**src/rtl/fifo_pkg.sv**
```systemverilog
// rtl/fifo_pkg.sv - shared defaults, count-width helper and data word type for the programmable FIFO
// Contents:
//   DATA_W_DEF / DEPTH_DEF  default word width and entry count
//   cnt_w()                 width needed to hold an occupancy of 0..depth
//   word_t                  data word at the default width
package fifo_pkg;

    localparam int DATA_W_DEF = 8;
    localparam int DEPTH_DEF  = 16;

    // One extra bit over the address width so that DEPTH itself is representable.
    function automatic int cnt_w(input int depth);
        return $clog2(depth) + 1;
    endfunction

    typedef logic [DATA_W_DEF-1:0] word_t;

endpackage

```
**src/rtl/fifo_prog_sync_if.sv**
```systemverilog
// rtl/fifo_prog_sync_if.sv - request/status bundle between a FIFO user and fifo_prog_sync
// Signals:
//   i_wren, i_wrdata, i_rden          write/read requests (user -> FIFO)
//   i_afull_thr, i_aempty_thr         live almost-full / almost-empty thresholds
//   i_clr_err                         clears sticky error flags
//   o_rddata                          read data (FIFO -> user)
//   o_full, o_alm_full, o_empty, o_alm_empty, o_count, o_ovf, o_udf  status
// Modports: master = FIFO user, slave = FIFO.
interface fifo_prog_sync_if #(
    parameter int DATA_W = fifo_pkg::DATA_W_DEF,
    parameter int DEPTH  = fifo_pkg::DEPTH_DEF
) ();
    localparam int CNT_W = fifo_pkg::cnt_w(DEPTH);

    logic              i_wren;
    logic [DATA_W-1:0] i_wrdata;
    logic              i_rden;
    logic [CNT_W-1:0]  i_afull_thr;
    logic [CNT_W-1:0]  i_aempty_thr;
    logic              i_clr_err;
    logic [DATA_W-1:0] o_rddata;
    logic              o_full;
    logic              o_alm_full;
    logic              o_empty;
    logic              o_alm_empty;
    logic [CNT_W-1:0]  o_count;
    logic              o_ovf;
    logic              o_udf;

    modport master (
        output i_wren, i_wrdata, i_rden, i_afull_thr, i_aempty_thr, i_clr_err,
        input  o_rddata, o_full, o_alm_full, o_empty, o_alm_empty, o_count, o_ovf, o_udf
    );

    modport slave (
        input  i_wren, i_wrdata, i_rden, i_afull_thr, i_aempty_thr, i_clr_err,
        output o_rddata, o_full, o_alm_full, o_empty, o_alm_empty, o_count, o_ovf, o_udf
    );

endinterface

```
**src/rtl/fifo_mem_2p.sv**
```systemverilog
// rtl/fifo_mem_2p.sv - FIFO storage: register array, one synchronous write port, one asynchronous read port
// Ports:
//   clk_i     write clock
//   we_i      write enable
//   waddr_i   write address
//   wdata_i   write data
//   raddr_i   read address (combinational read)
//   rdata_o   read data
// The array carries no reset; stale contents are never observable because
// the pointer/count logic in the parent only exposes written entries.
module fifo_mem_2p #(
    parameter int DATA_W = 8,
    parameter int DEPTH  = 16,
    parameter int AW     = $clog2(DEPTH)
) (
    input  logic              clk_i,
    input  logic              we_i,
    input  logic [AW-1:0]     waddr_i,
    input  logic [DATA_W-1:0] wdata_i,
    input  logic [AW-1:0]     raddr_i,
    output logic [DATA_W-1:0] rdata_o
);
    logic [DATA_W-1:0] mem_q [DEPTH];

    always_ff @(posedge clk_i) begin
        if (we_i) begin
            mem_q[waddr_i] <= wdata_i;
        end
    end

    assign rdata_o = mem_q[raddr_i];

endmodule

```
**src/rtl/fifo_prog_sync.sv**
```systemverilog
// rtl/fifo_prog_sync.sv - synchronous FIFO with programmable almost-full/empty flags and sticky error flags
// Ports:
//   clk   rising-edge clock
//   rst   asynchronous active-high reset
//   bus   fifo_prog_sync_if.slave: requests, thresholds, read data, status
// Parameters: DATA_W word width, DEPTH entries (power of 2, >= 4),
//             FWFT 0 = registered read, 1 = first-word-fall-through.
module fifo_prog_sync
    import fifo_pkg::*;
#(
    parameter int DATA_W = DATA_W_DEF,
    parameter int DEPTH  = DEPTH_DEF,
    parameter bit FWFT   = 1'b0
) (
    input  logic           clk,
    input  logic           rst,
    fifo_prog_sync_if.slave bus
);
    localparam int AW    = $clog2(DEPTH);
    localparam int CNT_W = cnt_w(DEPTH);

    logic [AW-1:0]     wptr_q, wptr_d;
    logic [AW-1:0]     rptr_q, rptr_d;
    logic [CNT_W-1:0]  count_q, count_d;
    logic              ovf_q, ovf_d;
    logic              udf_q, udf_d;
    logic              full, empty;
    logic              wr_acc, rd_acc;
    logic [DATA_W-1:0] mem_rdata;

    // Flags decode straight from the registered count: no extra latency.
    assign full   = (count_q == CNT_W'(DEPTH));
    assign empty  = (count_q == '0);

    // Full blocks writes even when a read is accepted on the same edge.
    assign wr_acc = bus.i_wren & ~full;
    assign rd_acc = bus.i_rden & ~empty;

    always_comb begin
        wptr_d  = wptr_q;
        rptr_d  = rptr_q;
        count_d = count_q;
        if (wr_acc) begin
            wptr_d = wptr_q + AW'(1);
        end
        if (rd_acc) begin
            rptr_d = rptr_q + AW'(1);
        end
        case ({wr_acc, rd_acc})
            2'b10:   count_d = count_q + CNT_W'(1);
            2'b01:   count_d = count_q - CNT_W'(1);
            default: count_d = count_q;
        endcase
        // Set takes priority over clear so a same-edge error is never lost.
        ovf_d = ovf_q;
        udf_d = udf_q;
        if (bus.i_clr_err) begin
            ovf_d = 1'b0;
            udf_d = 1'b0;
        end
        if (bus.i_wren && full) begin
            ovf_d = 1'b1;
        end
        if (bus.i_rden && empty) begin
            udf_d = 1'b1;
        end
    end

    always_ff @(posedge clk or posedge rst) begin
        if (rst) begin
            wptr_q  <= '0;
            rptr_q  <= '0;
            count_q <= '0;
            ovf_q   <= 1'b0;
            udf_q   <= 1'b0;
        end else begin
            wptr_q  <= wptr_d;
            rptr_q  <= rptr_d;
            count_q <= count_d;
            ovf_q   <= ovf_d;
            udf_q   <= udf_d;
        end
    end

    fifo_mem_2p #(
        .DATA_W (DATA_W),
        .DEPTH  (DEPTH),
        .AW     (AW)
    ) u_mem (
        .clk_i   (clk),
        .we_i    (wr_acc),
        .waddr_i (wptr_q),
        .wdata_i (bus.i_wrdata),
        .raddr_i (rptr_q),
        .rdata_o (mem_rdata)
    );

    generate
        if (FWFT) begin : g_fwft
            // Head entry is read combinationally; forced to zero while empty so
            // the output is deterministic out of reset.
            assign bus.o_rddata = empty ? '0 : mem_rdata;
        end else begin : g_reg
            logic [DATA_W-1:0] rddata_q;

            always_ff @(posedge clk or posedge rst) begin
                if (rst) begin
                    rddata_q <= '0;
                end else if (rd_acc) begin
                    rddata_q <= mem_rdata;
                end
            end

            assign bus.o_rddata = rddata_q;
        end
    endgenerate

    assign bus.o_full      = full;
    assign bus.o_empty     = empty;
    assign bus.o_alm_full  = (count_q >= bus.i_afull_thr);
    assign bus.o_alm_empty = (count_q <= bus.i_aempty_thr);
    assign bus.o_count     = count_q;
    assign bus.o_ovf       = ovf_q;
    assign bus.o_udf       = udf_q;

endmodule

```
**src/flat_wrapper.sv**
```systemverilog
// flat-port wrapper written by rule: the top's interface ports become plain ports
module fifo_prog_sync_flat import fifo_pkg::*;
#(
    parameter int DATA_W = DATA_W_DEF,
    parameter int DEPTH  = DEPTH_DEF,
    parameter bit FWFT   = 1'b0
)
  (clk, rst, bus_i_wren, bus_i_wrdata, bus_i_rden, bus_i_afull_thr, bus_i_aempty_thr, bus_i_clr_err, bus_o_rddata, bus_o_full, bus_o_alm_full, bus_o_empty, bus_o_alm_empty, bus_o_count, bus_o_ovf, bus_o_udf);
  fifo_prog_sync_if #(.DATA_W(DATA_W), .DEPTH(DEPTH)) bus_i ();
  input  logic clk;
  input  logic rst;
  input wire logic [$bits(bus_i.i_wren)-1:0] bus_i_wren;
  input wire logic [$bits(bus_i.i_wrdata)-1:0] bus_i_wrdata;
  input wire logic [$bits(bus_i.i_rden)-1:0] bus_i_rden;
  input wire logic [$bits(bus_i.i_afull_thr)-1:0] bus_i_afull_thr;
  input wire logic [$bits(bus_i.i_aempty_thr)-1:0] bus_i_aempty_thr;
  input wire logic [$bits(bus_i.i_clr_err)-1:0] bus_i_clr_err;
  output wire logic [$bits(bus_i.o_rddata)-1:0] bus_o_rddata;
  output wire logic [$bits(bus_i.o_full)-1:0] bus_o_full;
  output wire logic [$bits(bus_i.o_alm_full)-1:0] bus_o_alm_full;
  output wire logic [$bits(bus_i.o_empty)-1:0] bus_o_empty;
  output wire logic [$bits(bus_i.o_alm_empty)-1:0] bus_o_alm_empty;
  output wire logic [$bits(bus_i.o_count)-1:0] bus_o_count;
  output wire logic [$bits(bus_i.o_ovf)-1:0] bus_o_ovf;
  output wire logic [$bits(bus_i.o_udf)-1:0] bus_o_udf;
  assign bus_i.i_wren = bus_i_wren;
  assign bus_i.i_wrdata = bus_i_wrdata;
  assign bus_i.i_rden = bus_i_rden;
  assign bus_i.i_afull_thr = bus_i_afull_thr;
  assign bus_i.i_aempty_thr = bus_i_aempty_thr;
  assign bus_i.i_clr_err = bus_i_clr_err;
  assign bus_o_rddata = bus_i.o_rddata;
  assign bus_o_full = bus_i.o_full;
  assign bus_o_alm_full = bus_i.o_alm_full;
  assign bus_o_empty = bus_i.o_empty;
  assign bus_o_alm_empty = bus_i.o_alm_empty;
  assign bus_o_count = bus_i.o_count;
  assign bus_o_ovf = bus_i.o_ovf;
  assign bus_o_udf = bus_i.o_udf;
  fifo_prog_sync #(.DATA_W(DATA_W), .DEPTH(DEPTH), .FWFT(FWFT)) u_core (.clk(clk), .rst(rst), .bus(bus_i));
endmodule
```
**config.mk**
```make
export PLATFORM = sky130hd
export DESIGN_NAME = fifo_prog_sync_flat
export DESIGN_NICKNAME = d
export VERILOG_FILES = /design/src/rtl/fifo_pkg.sv /design/src/rtl/fifo_prog_sync_if.sv /design/src/rtl/fifo_mem_2p.sv /design/src/rtl/fifo_prog_sync.sv /design/src/flat_wrapper.sv
export SDC_FILE = /design/constraint.sdc
export NUM_CORES = 1
export LEC_CHECK = 0
export CORE_MARGIN = 1.5
export CORE_UTILIZATION = 40
export CTS_BUF_LIST = sky130_fd_sc_hd__clkbuf_16
export CTS_CLUSTER_SIZE = 24
export DETAILED_ROUTE_END_ITERATION = 16
export SYNTH_ARGS = -nofsm -noshare
export SYNTH_HDL_FRONTEND = slang
export SYNTH_HIERARCHICAL = 1
export SYNTH_SLANG_ARGS = --single-unit
```
**constraint.sdc**
```tcl
create_clock -name clk -period 2.8 [get_ports clk]
set_input_delay 0.56 -clock clk [delete_from_list [all_inputs] [get_ports clk]]
set_output_delay 0.56 -clock clk [all_outputs]
set_load 0.01 [all_outputs]
```
Word-level counts from Yosys, hierarchy flattened. Memories as Yosys holds them, arrays and structs flattened. A register that Yosys moved wholly into a read port is not among the register bits. Cells that the tools add are included.

Add/subtract/negate cells: 4. Multipliers: 0. Divide/modulo/power cells: 0. Magnitude comparators: 2. Equal/unequal tests: 3. Shift operators: 0. Mux-type cells: 6. Bitwise logic cells: 4. Reduce and logical (&&, ||, !) cells: 6.

Operators with widths (number): $pmux W5 S2 (1); $add A4 B1 Y4 const B (2); $reduce_bool A2 Y1 (3); $add A5 B1 Y5 const B (1); $eq A5 B5 Y1 const B (1); $ge A5 B5 Y1 (1); $le A5 B5 Y1 (1); $logic_not A5 Y1 (1); $mux W1 (5); $sub A5 B1 Y5 const B (1); $and A1 B1 Y1 (2); $eq A2 B1 Y1 const B (1); $eq A2 B2 Y1 const B (1); $logic_and A1 B1 Y1 (2); $not A1 Y1 (2).

Register bits after elaboration: 15. Bits in latches: 0. Memory bits (writable): 128. Bits in read-only memories: 0. Bits of input ports: 23. Word-level logic and storage cells: 31. Memories: 1.

Memories: u_core.u_mem.mem_q (depth 16, bits a word 8, read ports 1, clocked after memory_dff 1, write ports 1, line fifo_mem_2p.sv:23) `logic [DATA_W-1:0] mem_q [DEPTH];`.

Longest topological paths before layout. Gate-level depths: netlist (run 1).

Depth after elaboration: 5. Mapped depth: 9. Mapped depth without buffers: 8.

Hierarchy. The synthesis (run 1) kept the hierarchy.

By module, submodules not included: fifo_mem_2p (times used 1, cells an instance 221, area each 4987.3 µm²); fifo_prog_sync (times used 1, cells an instance 126, area each 1380.1 µm²).

Worst setup path before layout (run 1). Ideal clock, no wire load.

Kind: register to register. Start: register u_core.count_q[3] (netlist: u_core/bus.o_count[3]). End: register u_core.count_q[4] (netlist: u_core/bus.o_count[4]). Arrival time: 2.823 ns. Data required time: 2.666 ns. Path slack: -0.157 ns. Stages on the path, launching flop included: 10. Path through: dfrtp_1 -> or4_4 -> o21ai_2 -> buf_6 -> inv_1 -> ha_1 -> ha_1 -> or4b_2 -> o311ai_0 -> o211ai_1.

Cells in the longest elaborated chain, start to end: 5. Elaborated cells between the ends (all ways): 12. Those cells by class: add/sub (2); eq/ne (3); mux (1); bitwise (4); reduce/logical (2).

RTL lines: from (decl) (line fifo_prog_sync.sv:24) `logic [CNT_W-1:0] count_q, count_d;`; from (signal assigned) (line fifo_prog_sync.sv:79) `count_q <= count_d;`; $logic_not A5 Y1 (*) (line fifo_prog_sync.sv:33) `assign empty = (count_q == '0);`; $not A1 Y1 (*) (line fifo_prog_sync.sv:37) `assign rd_acc = bus.i_rden & ~empty;`; $and A1 B1 Y1 (*) (line fifo_prog_sync.sv:37); net u_core.rd_acc (line fifo_prog_sync.sv:28) `logic wr_acc, rd_acc;`; $eq A2 B1 Y1 or $eq A2 B2 Y1 (tied branches) (line fifo_prog_sync.sv:49) `case ({wr_acc, rd_acc})`; $pmux W5 S2 or $reduce_bool A2 Y1 (tied branches).

Mark *: on every way through the listed nets, which the timed path passes. The rest lies on a longest branch. A chain may end at the register's enable or synchronous reset.

Worst setup path after layout (run 1). Same ends and word-level chain as after synthesis.

==> run summary, run 1 <==
Post-synthesis async set-or-reset flop share: 15.23%
YS warnings: 6
Synthesized area per cell: 18.35 um^2
Placer congestion estimate: 0.7102
Least-Margin Pin Slew: 632.1 ps
FF-to-FF setup slack: 140 ps
Final WS setup: 136.5 ps
Routed length per instance: 18.65 um
Setup violations, final: 0
Crit Path Category: reg -> reg
Die Y: 129.2 um
Total gr overflow: 0
Synth top area cells: edfxtp_1, dfrtp_1, mux4_2
Core area: 15,370 um^2
Post-synth top area cell: edfxtp_1
Mapped Area: 6367 um^2
Distinct cells, synth: 46
Unrepaired setup endpoints after global routing: no
Die X: 129.2 um
Total CTS buffers: 17
Filler Cell Count: 1,236
Clock skew: 8.404 ps
Top-count cell post-synth: edfxtp_1
Total global-route track usage: 15.81%
Initial antenna violation count: 0
Crit Reg-Reg Startpoint: u_core/bus.o_count[3]
Setup TNS: 0 ps
Post-Route WL: 12,160 um
Drt first pass iters: 4
Critical Path AT: 2950 ps
Final #Nets: 468
Post-detailed-route count of antenna-violating nets: 0
# hold bufs at CTS: 0
Synth Flop Type: edfxtp_1
Reg-to-Reg End: u_core/bus.o_count[4]
Vias per Instance: 5.140
Worst-Skew Late Latency: 420 ps
Main combinational cell family by area after synthesis: multiplexers
Register area share after synthesis: 69.40%
Area share of fa/ha/maj cells after synthesis: 3.458%
Slew margin rel.: 57.78%
Cell Pwr Density: 1017 nW/um^2
Root buffer cell: clkbuf_16
Worst path max stage delay: 590 ps
Setup WS pre-CTS: -212.5 ps
Top Family by Delay on Critical Path: simple AND/OR/NAND/NOR gates
Worst setup path endpoint: u_core/bus.o_count[4]
Post-synthesis compound-gate area fraction: 4.362%
Stages on worst setup path: 8
Share of layout cells above drive strength 1: 23.81%
Mux contribution to synthesized area: 14.27%
Sink Count: 151
Max-cap viol count: 0
Top cells by count, synth: edfxtp_1, dfrtp_1, mux4_2, nor2_1
Max clock buf depth: 2
# diodes: 0
Max Fanout on Critical Path: 5
Gate count after technology mapping: 347
H-tree Lvls: 4
Flops & latches, synth: 151
R2R depth: 8
Largest net degree at the start of global routing: 36
Tcrit/Tclk final: 95.13%
Vias: 3,351
Ports: 42
Crit. End Element: register
Area growth, synth to finish: 23.50%
Xor and xnor fraction of the mapped netlist area: 1.100%
WP data required: 3090 ps
HP Class: in -> async
Reg area: 4422 um^2
Peak Freq: 375.4 MHz
VDD IR-drop max: 0.5686 mV
Iter 0 DRT Violations: 190
Placed Area: 7222 um^2
Reg clk slew, reported paths: 60 ps
Post-Syn Nets: 387
WP buf/inv: 1
First-pass GRT wire length: 19,130 um
Row cnt: 45
Final Hold Fails: 0
IO Port Bufs: 41
Max-slew violation count: 0
Area of the multi-input gates: 1817 um^2
Startpoint Class: register
HPWL after DPL: 8377 um
Synth Area in Simple Gates: 4.814%
Post-synth EDFFs: 128
Fin area: 7864 um^2
DRC: 0
Tot Pwr: 7.999 mW
Slowest cell on the critical path: or4b_2
Worst Setup SP: u_core/bus.o_count[3]
Area share of the largest cell type after synthesis: 60.37%
Min Tclk post-route: 2664 ps
Outcome: finished clean
Starting Density: 41.42%
Pleak: 2.840 nW
Vias in the first global route: 3,451
CTS tree: yes
Die area: 16,680 um^2
Setup bufs post-CTS: 0
Cells along the critical path: or4_4 > o21ai_2 > inv_1 > ha_2 > ha_4 > or4b_2 > o311ai_0 > o211ai_1
-- worst register-to-register path, delay by kind of cell, from the launching register on --
kind | cells | cell delay, ps
AO/OA/AOI/OAI | 3 | 420
adder cells (fa/ha/maj) | 2 | 450
flip-flops | 1 | 400
buffers and inverters | 1 | 90
AND/OR/NAND/NOR | 2 | 1170
-- power breakdown --
part	switching, mW	internal [mW]	leakage, nW
logic	1.30	1.30	1.10
registers	0.204	2.82	1.43
clock network	0.886	1.50	0.307
total	2.39	5.61	2.84
-- flip-flops by register name, summed over array words and instances, names as in the netlist --
register / count
u_core/bus.o_count: 5
u_core/bus.o_ovf: 1
u_core/bus.o_rddata: 8
u_core/bus.o_udf: 1
u_core/rptr_q: 4
u_core/u_mem/mem_q: 128
u_core/wptr_q: 4
-- cell type report --
| class | count | area share, % |
|---|---|---|
| clock inverter | 15 | 2.562 |
| inverter | 16 | 0.7637 |
| sequential | 151 | 56.23 |
| tap | 211 | 3.357 |
| clock buffer | 17 | 5.410 |
| multi-input combinational | 167 | 23.10 |
| timing repair buffer | 75 | 8.576 |
-- how the worst min path moves through the flow --
| stage | start | endpoint | slack (ps) |
|---|---|---|---|
| 2_1_floorplan | u_core/rptr_q[3] | u_core/rptr_q[3] | 490 |
| 3_3_place_gp | u_core/bus.o_rddata[7] | u_core/bus.o_rddata[7] | 490 |
| 3_5_place_dp | u_core/bus.o_udf | u_core/bus.o_udf | 500 |
| 4_1_cts | rst | u_core/rptr_q[3] | 500 |
| 5_1_grt | rst | u_core/rptr_q[3] | 510 |
| 6_report | rst | u_core/rptr_q[3] | 500 |
-- kinds of logic (layout without fill, tap and decap cells) --
| kind of cell | count (synthesis) | count (layout) |
|---|---|---|
| flops | 151 | 151 |
| compound gates | 39 | 39 |
| xor+xnor | 8 | 8 |
| mux | 44 | 44 |
| buf+inv | 29 | 123 |
| fa+ha+maj | 17 | 17 |
| simple gates | 59 | 59 |
-- timing repair --
action,CTS,global route
endpoints found under the hold margin,0,0
endpoints found under the setup margin,3,3
resized for setup,3,6
cloned,0,0
-- per-layer routing --
layer / vias up / part of all wire (%) / GRT usage, %
li1: 1571 / - / -
met1: 1711 / 46 / 21.10
met2: 58 / 49 / 25.53
met3: 11 / 4.2 / 4.542
met4: 0 / 0.80 / 4.362
met5: - / 0 / 0
-- placed cells by master, fill, tap and decap left out, types with 2 or more instances in the layout --
master           count
and2_1               2
bufinv_16            4
inv_1               17
o211ai_1             3
dfrtp_1             21
ha_1                14
clkinv_4             4
mux2_2              12
edfxtp_1           128
mux4_2              18
nand4_1              3
a22o_1               2
buf_4               33
mux4_1              14
nand3b_1             2
nand2b_1             3
nand2_1             12
inv_6                3
nor2_1              18
a21oi_1              7
nor3b_1              3
dfrtp_2              2
clkbuf_16           17
xor2_1               3
a22oi_1             16
clkdlybuf4s50_1     38
o21ai_0              2
nand3_1              4
nor3_1               4
xnor2_1              5
-- through the flow --
stage / instances / util [%] / hold WS [ps]
detailed placement: 620 / 46.98 / 502.6
global placement: 620 / 46.98 / 491.8
global route: 652 / 51.16 / 514.2
floorplan: 347 / - / 487.5
CTS: 652 / 51.09 / 496.3
finish: 652 / 51.16 / 501.0
Note: power is estimated with default switching activity, not from simulation.
==> run 2: changes to the inputs <==
Settings changed: CORE_UTILIZATION 40 to 53, PLACE_DENSITY set to 0.76.
==> run summary, run 2 (synthesized netlist as in run 1, its figures left out) <==
Outcome: finished clean
Setup bufs post-CTS: 0 (unchanged)
Post-detailed-route count of antenna-violating nets: 0 (unchanged)
Worst-Skew Late Latency: 410 ps (about the same)
Top Family by Delay on Critical Path: buffers and inverters
Placer congestion estimate: 0.7418 (+4.4%)
Commonest non-fill, non-tap cell in the layout: edfxtp_1
Pint: 5.630 mW (+0.27%)
# hold bufs at CTS: 0 (unchanged)
Slew margin rel.: 36.75% (-21 points)
Startpoint Class: primary input
Fin area: 7771 um^2 (-1.2%)
WP data required: 2240 ps (-850 ps)
Total CTS buffers: 17 (unchanged)
Cell Pwr Density: 1028 nW/um^2 (+1.0%)
Core Util, Final: 67.20% (+16 points)
Final WS setup: 114.9 ps (-21.61 ps)
Tcrit/Tclk final: 95.90% (+0.77 points)
Reg clk slew, reported paths: 60 ps (about the same)
Die area: 12,680 um^2 (-24%)
CTS tree: yes
Root buffer cell: clkbuf_16
Worst path max stage delay: 450 ps (-140 ps)
Slowest cell on the critical path: clkdlybuf4s50_1
Least-Margin Pin Slew: 947.7 ps (+315.6 ps)
H-tree Lvls: 4 (unchanged)
Tot Pwr: 7.987 mW (-0.16%)
WP buf/inv: 3 (+2)
Net load switching power: 2.357 mW (-1.2%)
IO Port Bufs: 41 (unchanged)
Critical Path AT: 2130 ps (-820 ps)
Max Fanout on Critical Path: 3 (-2)
Final Hold Fails: 0 (unchanged)
Power share of the combinational group: 31.5% (-0.9 points)
Starting Density: 55.06% (+14 points)
Min Tclk post-route: 2685 ps (+21.61 ps)
Placed Area: 7142 um^2 (-1.1%)
Die Y: 112.6 um (-13%)
Post-Route WL: 12,440 um (+2.3%)
Initial antenna violation count: 0 (unchanged)
Drt first pass iters: 4 (unchanged)
Switching Fraction: 29.51% (-0.30 points)
Setup violations, final: 0 (unchanged)
First-pass GRT wire length: 19,310 um (+0.90%)
Most frequent cells in the layout: edfxtp_1, clkdlybuf4s50_1, buf_4
Total global-route track usage: 21.42% (+5.6 points)
Vias: 3,414 (+1.9%)
HPWL after DPL: 7858 um (-6.2%)
Final #Nets: 467 (-0.21%)
Crit. End Element: primary output
Pleak: 2.801 nW (-1.4%)
Unrepaired setup endpoints after global routing: no
Sequential Power Share: 38.8% (+1.0 points)
Peak Freq: 372.4 MHz (-0.80%)
Largest register FFs: 128 (unchanged)
Die X: 112.6 um (-13%)
Share of layout cells above drive strength 1: 23.18% (-0.63 points)
Max clock buf depth: 2 (unchanged)
Largest net degree at the start of global routing: 28 (-22%)
Clock skew: 6.018 ps (-2.386 ps)
Vias per Instance: 5.856 (+14%)
Total gr overflow: 0 (unchanged)
Core area: 11,560 um^2 (-25%)
Vias in the first global route: 3,523 (+2.1%)
Cells along the critical path: clkdlybuf4s50_1 > inv_1 > ha_1 > a21oi_1 > a21boi_0 > o32ai_1 > clkdlybuf4s15_1
Clock share of power: 29.7% (about the same)
Row cnt: 39 (-13%)
Sink Count: 151 (unchanged)
Crit Path Category: in -> out
HP Class: reg -> reg
Ports: 42 (unchanged)
VDD IR-drop max: 0.5416 mV (-4.7%)
Routed length per instance: 21.33 um (+14%)
DRC: 0 (unchanged)
# diodes: 0 (unchanged)
Setup WS pre-CTS: -190.5 ps (+22.09 ps)
Most flops, register: u_core/u_mem/mem_q
Iter 0 DRT Violations: 220 (+16%)
Max-slew violation count: 0 (unchanged)
Area growth, synth to finish: 22.05%
Max-cap viol count: 0 (unchanged)
[run 2: changes by cell type in the layout (fill, tap and decap cells not counted), sizes merged]
cell	previous run	this run
clkinvlp	1	5
inv	20	16
buf	34	33
clkbuf	18	17
clkdlybuf4s15	0	1
clkdlybuf4s50	38	39
dlymetal6s2s	1	0
[run 2: timing repair]
action / CTS / global route
pin swaps: 0 / 0
setup endpoints to repair: 2 / 1
gates resized for setup: 2 / 1
[run 2: cell type report]
type                            instances  area [um^2]
Fill cell                             752         3794
Inverter                               16        60.06
Clock buffer                           17        425.4
Timing Repair Buffer                   74        681.9
Clock inverter                         15        205.2
Sequential cell                       151         4422
Tap cell                              143        178.9
Multi-Input combinational cell        167         1798
[run 2: per-layer routing]
metal / share of wire, % / vias up / track usage, %
met5: 0 / - / 0
li1: - / 1566 / -
met1: 42 / 1728 / 26.78
met4: 1.0 / 0 / 7.004
met3: 7.0 / 8 / 7.451
met2: 50 / 112 / 35.37
[run 2: through the flow]
stage	std cells	setup TNS (ps)	hold slack, ps
after detailed placement	551	-190.5	495.8
after global placement	551	-165.3	487.0
after global routing	583	0	524.0
final	583	0	506.9
after CTS	583	0	511.4
after floorplan	347	0	487.5
[run 2: worst paths after layout]
check,start,end,slack (ps),cells past startpoint
min in group asynchronous,rst,u_core/bus.o_rddata[7],670,2
worst min register to register,u_core/bus.o_rddata[7],u_core/bus.o_rddata[7],510,1
worst max register to register,u_core/bus.o_count[3],u_core/bus.o_count[4],160,8
worst max-delay path,bus_i_aempty_thr[3],bus_o_alm_empty,110,7
max in group asynchronous,rst,u_core/bus.o_count[3],1490,2
worst min-delay path,u_core/bus.o_rddata[7],u_core/bus.o_rddata[7],510,1
[run 2: worst reg2reg max path: stages (launching register included)]
cell and delay (ps):
dfrtp_2 420, or4_4 570, o21ai_2 170, inv_1 60, ha_2 220, fa_1 390, a21oi_1 180, mux2_2 350
o211ai_1 180
[run 2: power groups by stage]
stage                     Clock, mW  Sequential [mW]  Combinational (mW)
final                          2.37             3.10                2.52
after global routing           2.50             3.14                2.77
after CTS                      2.41             3.10                2.55
after detailed placement          0             3.13                2.53
after global placement            0             3.12                2.46
after floorplan                   0             3.10                1.64
==> variant: new RTL, config.mk and constraints of run 1 <==
`DEPTH_DEF`: 16 -> 64.
--- a/src/rtl/fifo_pkg.sv
+++ b/src/rtl/fifo_pkg.sv
@@ -7,5 +7,5 @@
 
     localparam int DATA_W_DEF = 8;
-    localparam int DEPTH_DEF  = 16;
+    localparam int DEPTH_DEF  = 64;
 
     // One extra bit over the address width so that DEPTH itself is representable.
Interface: changed (resized bus_i_aempty_thr, bus_i_afull_thr and bus_o_count); port bits go from 42 to 48. The function was not compared with the original's and may differ.
==> variant against run 1 <==
The flow now finishes with violations (setup timing). Design area rose to 3.3 times the old value. Fmax fell by 9.0%. Sequential share of layout area up 6.6 points. Sequential cell count rose by 390. Clock skew grew 0.015 ns. Clock power rose to 2.8 times the old value. Routed wire length rose to 4.2 times the old value. Synthesized area rose to 3.4 times the old value. Global-route usage up 2.5 points. Non-clock buffer count increased by 92. Worst setup slack got worse by 0.26 ns. Critical path depth is 2 higher. Total power rose to 3.1 times the old value. Combinational power rose to 3.2 times the old value.
==> variant: results (changes against run 1) <==
- Status: finished with violations
- Failing checks: setup timing
- Inserted Clock Buffers: 54 (+37)
- Data buffer area share: 5.90% (-2.7 points)
- Count of multi-input gates: 488 (+190%)
- Setup WS pre-CTS: -0.305 ns (-0.0923 ns)
- Placed insts: 1908 (+210%)
- Max Clock Skew: 0.0235 ns (+0.0151 ns)
- Worst path max stage delay: 0.55 ns (-0.04 ns)
- GR Util All Layers: 18.3% (+2.5 points)
- Max reg flops: 512 (+300%)
- Worst-Skew Late Latency: 0.60 ns (+0.18 ns)
- Port Buf Inserts: 47 (+15%)
- Inverter count: 26 (+10)
- Setup TNS: -0.370 ns (-0.370 ns)
- Async set or reset register ratio after synthesis: 5.36% (-9.9 points)
- Slack of the critical path: -0.127 ns (-0.264 ns)
- Drt pass-1 iters: 5 (+1)
- Vias in the first global route: 11453 (+230%)
- Vias per std cell: 5.56 (+8.1%)
- Post-synthesis sequential area ratio: 73.8% (+4.4 points)
- Hold crit path type: in2reg
- Multi-input combinational area share: 21.1% (-2.0 points)
- Final setup vio count: 4 (+4)
- Metal2 WL: 25100 µm (+320%)
variant: cell count changes after synthesis, moves of 10 or more:
cell / run 1 / this run
edfxtp_1: 128 / 512
mux4_2: 18 / 126
nor2_1: 18 / 87
mux2i_1: 0 / 24
nand2_1: 12 / 30
clkbuf_1: 1 / 18
nand3_1: 4 / 19
nor2b_1: 1 / 16
mux4_1: 14 / 0
a22oi_1: 16 / 3
buf_4: 1 / 14
mux2_2: 12 / 22
o22ai_1: 0 / 10
variant: cells by family after synthesis:
logic type               share of synthesized area [%]
AO/OA/AOI/OAI                                     2.89
adder cells (fa/ha/maj)                           1.35
multiplexers                                      15.3
flip-flops                                        73.8
AND/OR/NAND/NOR                                   4.13
XOR/XNOR                                         0.522
buffers and inverters                             1.95
variant: worst paths after layout:
check	start	depth (start not counted)	slack, ns	end
hold / removal	bus_i_wrdata[4]	1	0.25	u_core/u_mem/mem_q[18][4]$_DFFE_PP_
setup reg to reg	u_core/bus.o_count[0]$_DFFE_PP0P_	10	-0.13	u_core/bus.o_count[6]$_DFFE_PP0P_
hold reg to reg	u_core/bus.o_rddata[2]$_DFFE_PP0P_	1	0.52	u_core/bus.o_rddata[2]$_DFFE_PP0P_
min in group asynchronous	rst	3	0.37	u_core/bus.o_ovf$_DFFE_PP0P_
max in group asynchronous	rst	3	2.08	u_core/rptr_q[0]$_DFFE_PP0P_
setup / recovery	u_core/bus.o_count[0]$_DFFE_PP0P_	10	-0.13	u_core/bus.o_count[6]$_DFFE_PP0P_
variant: report_power, final:
part	internal [W]	leakage (nW)	switching, W
clock network	0.00380	0.852	0.00293
registers	0.00935	4.95	0.000629
logic	0.00411	2.67	0.00416
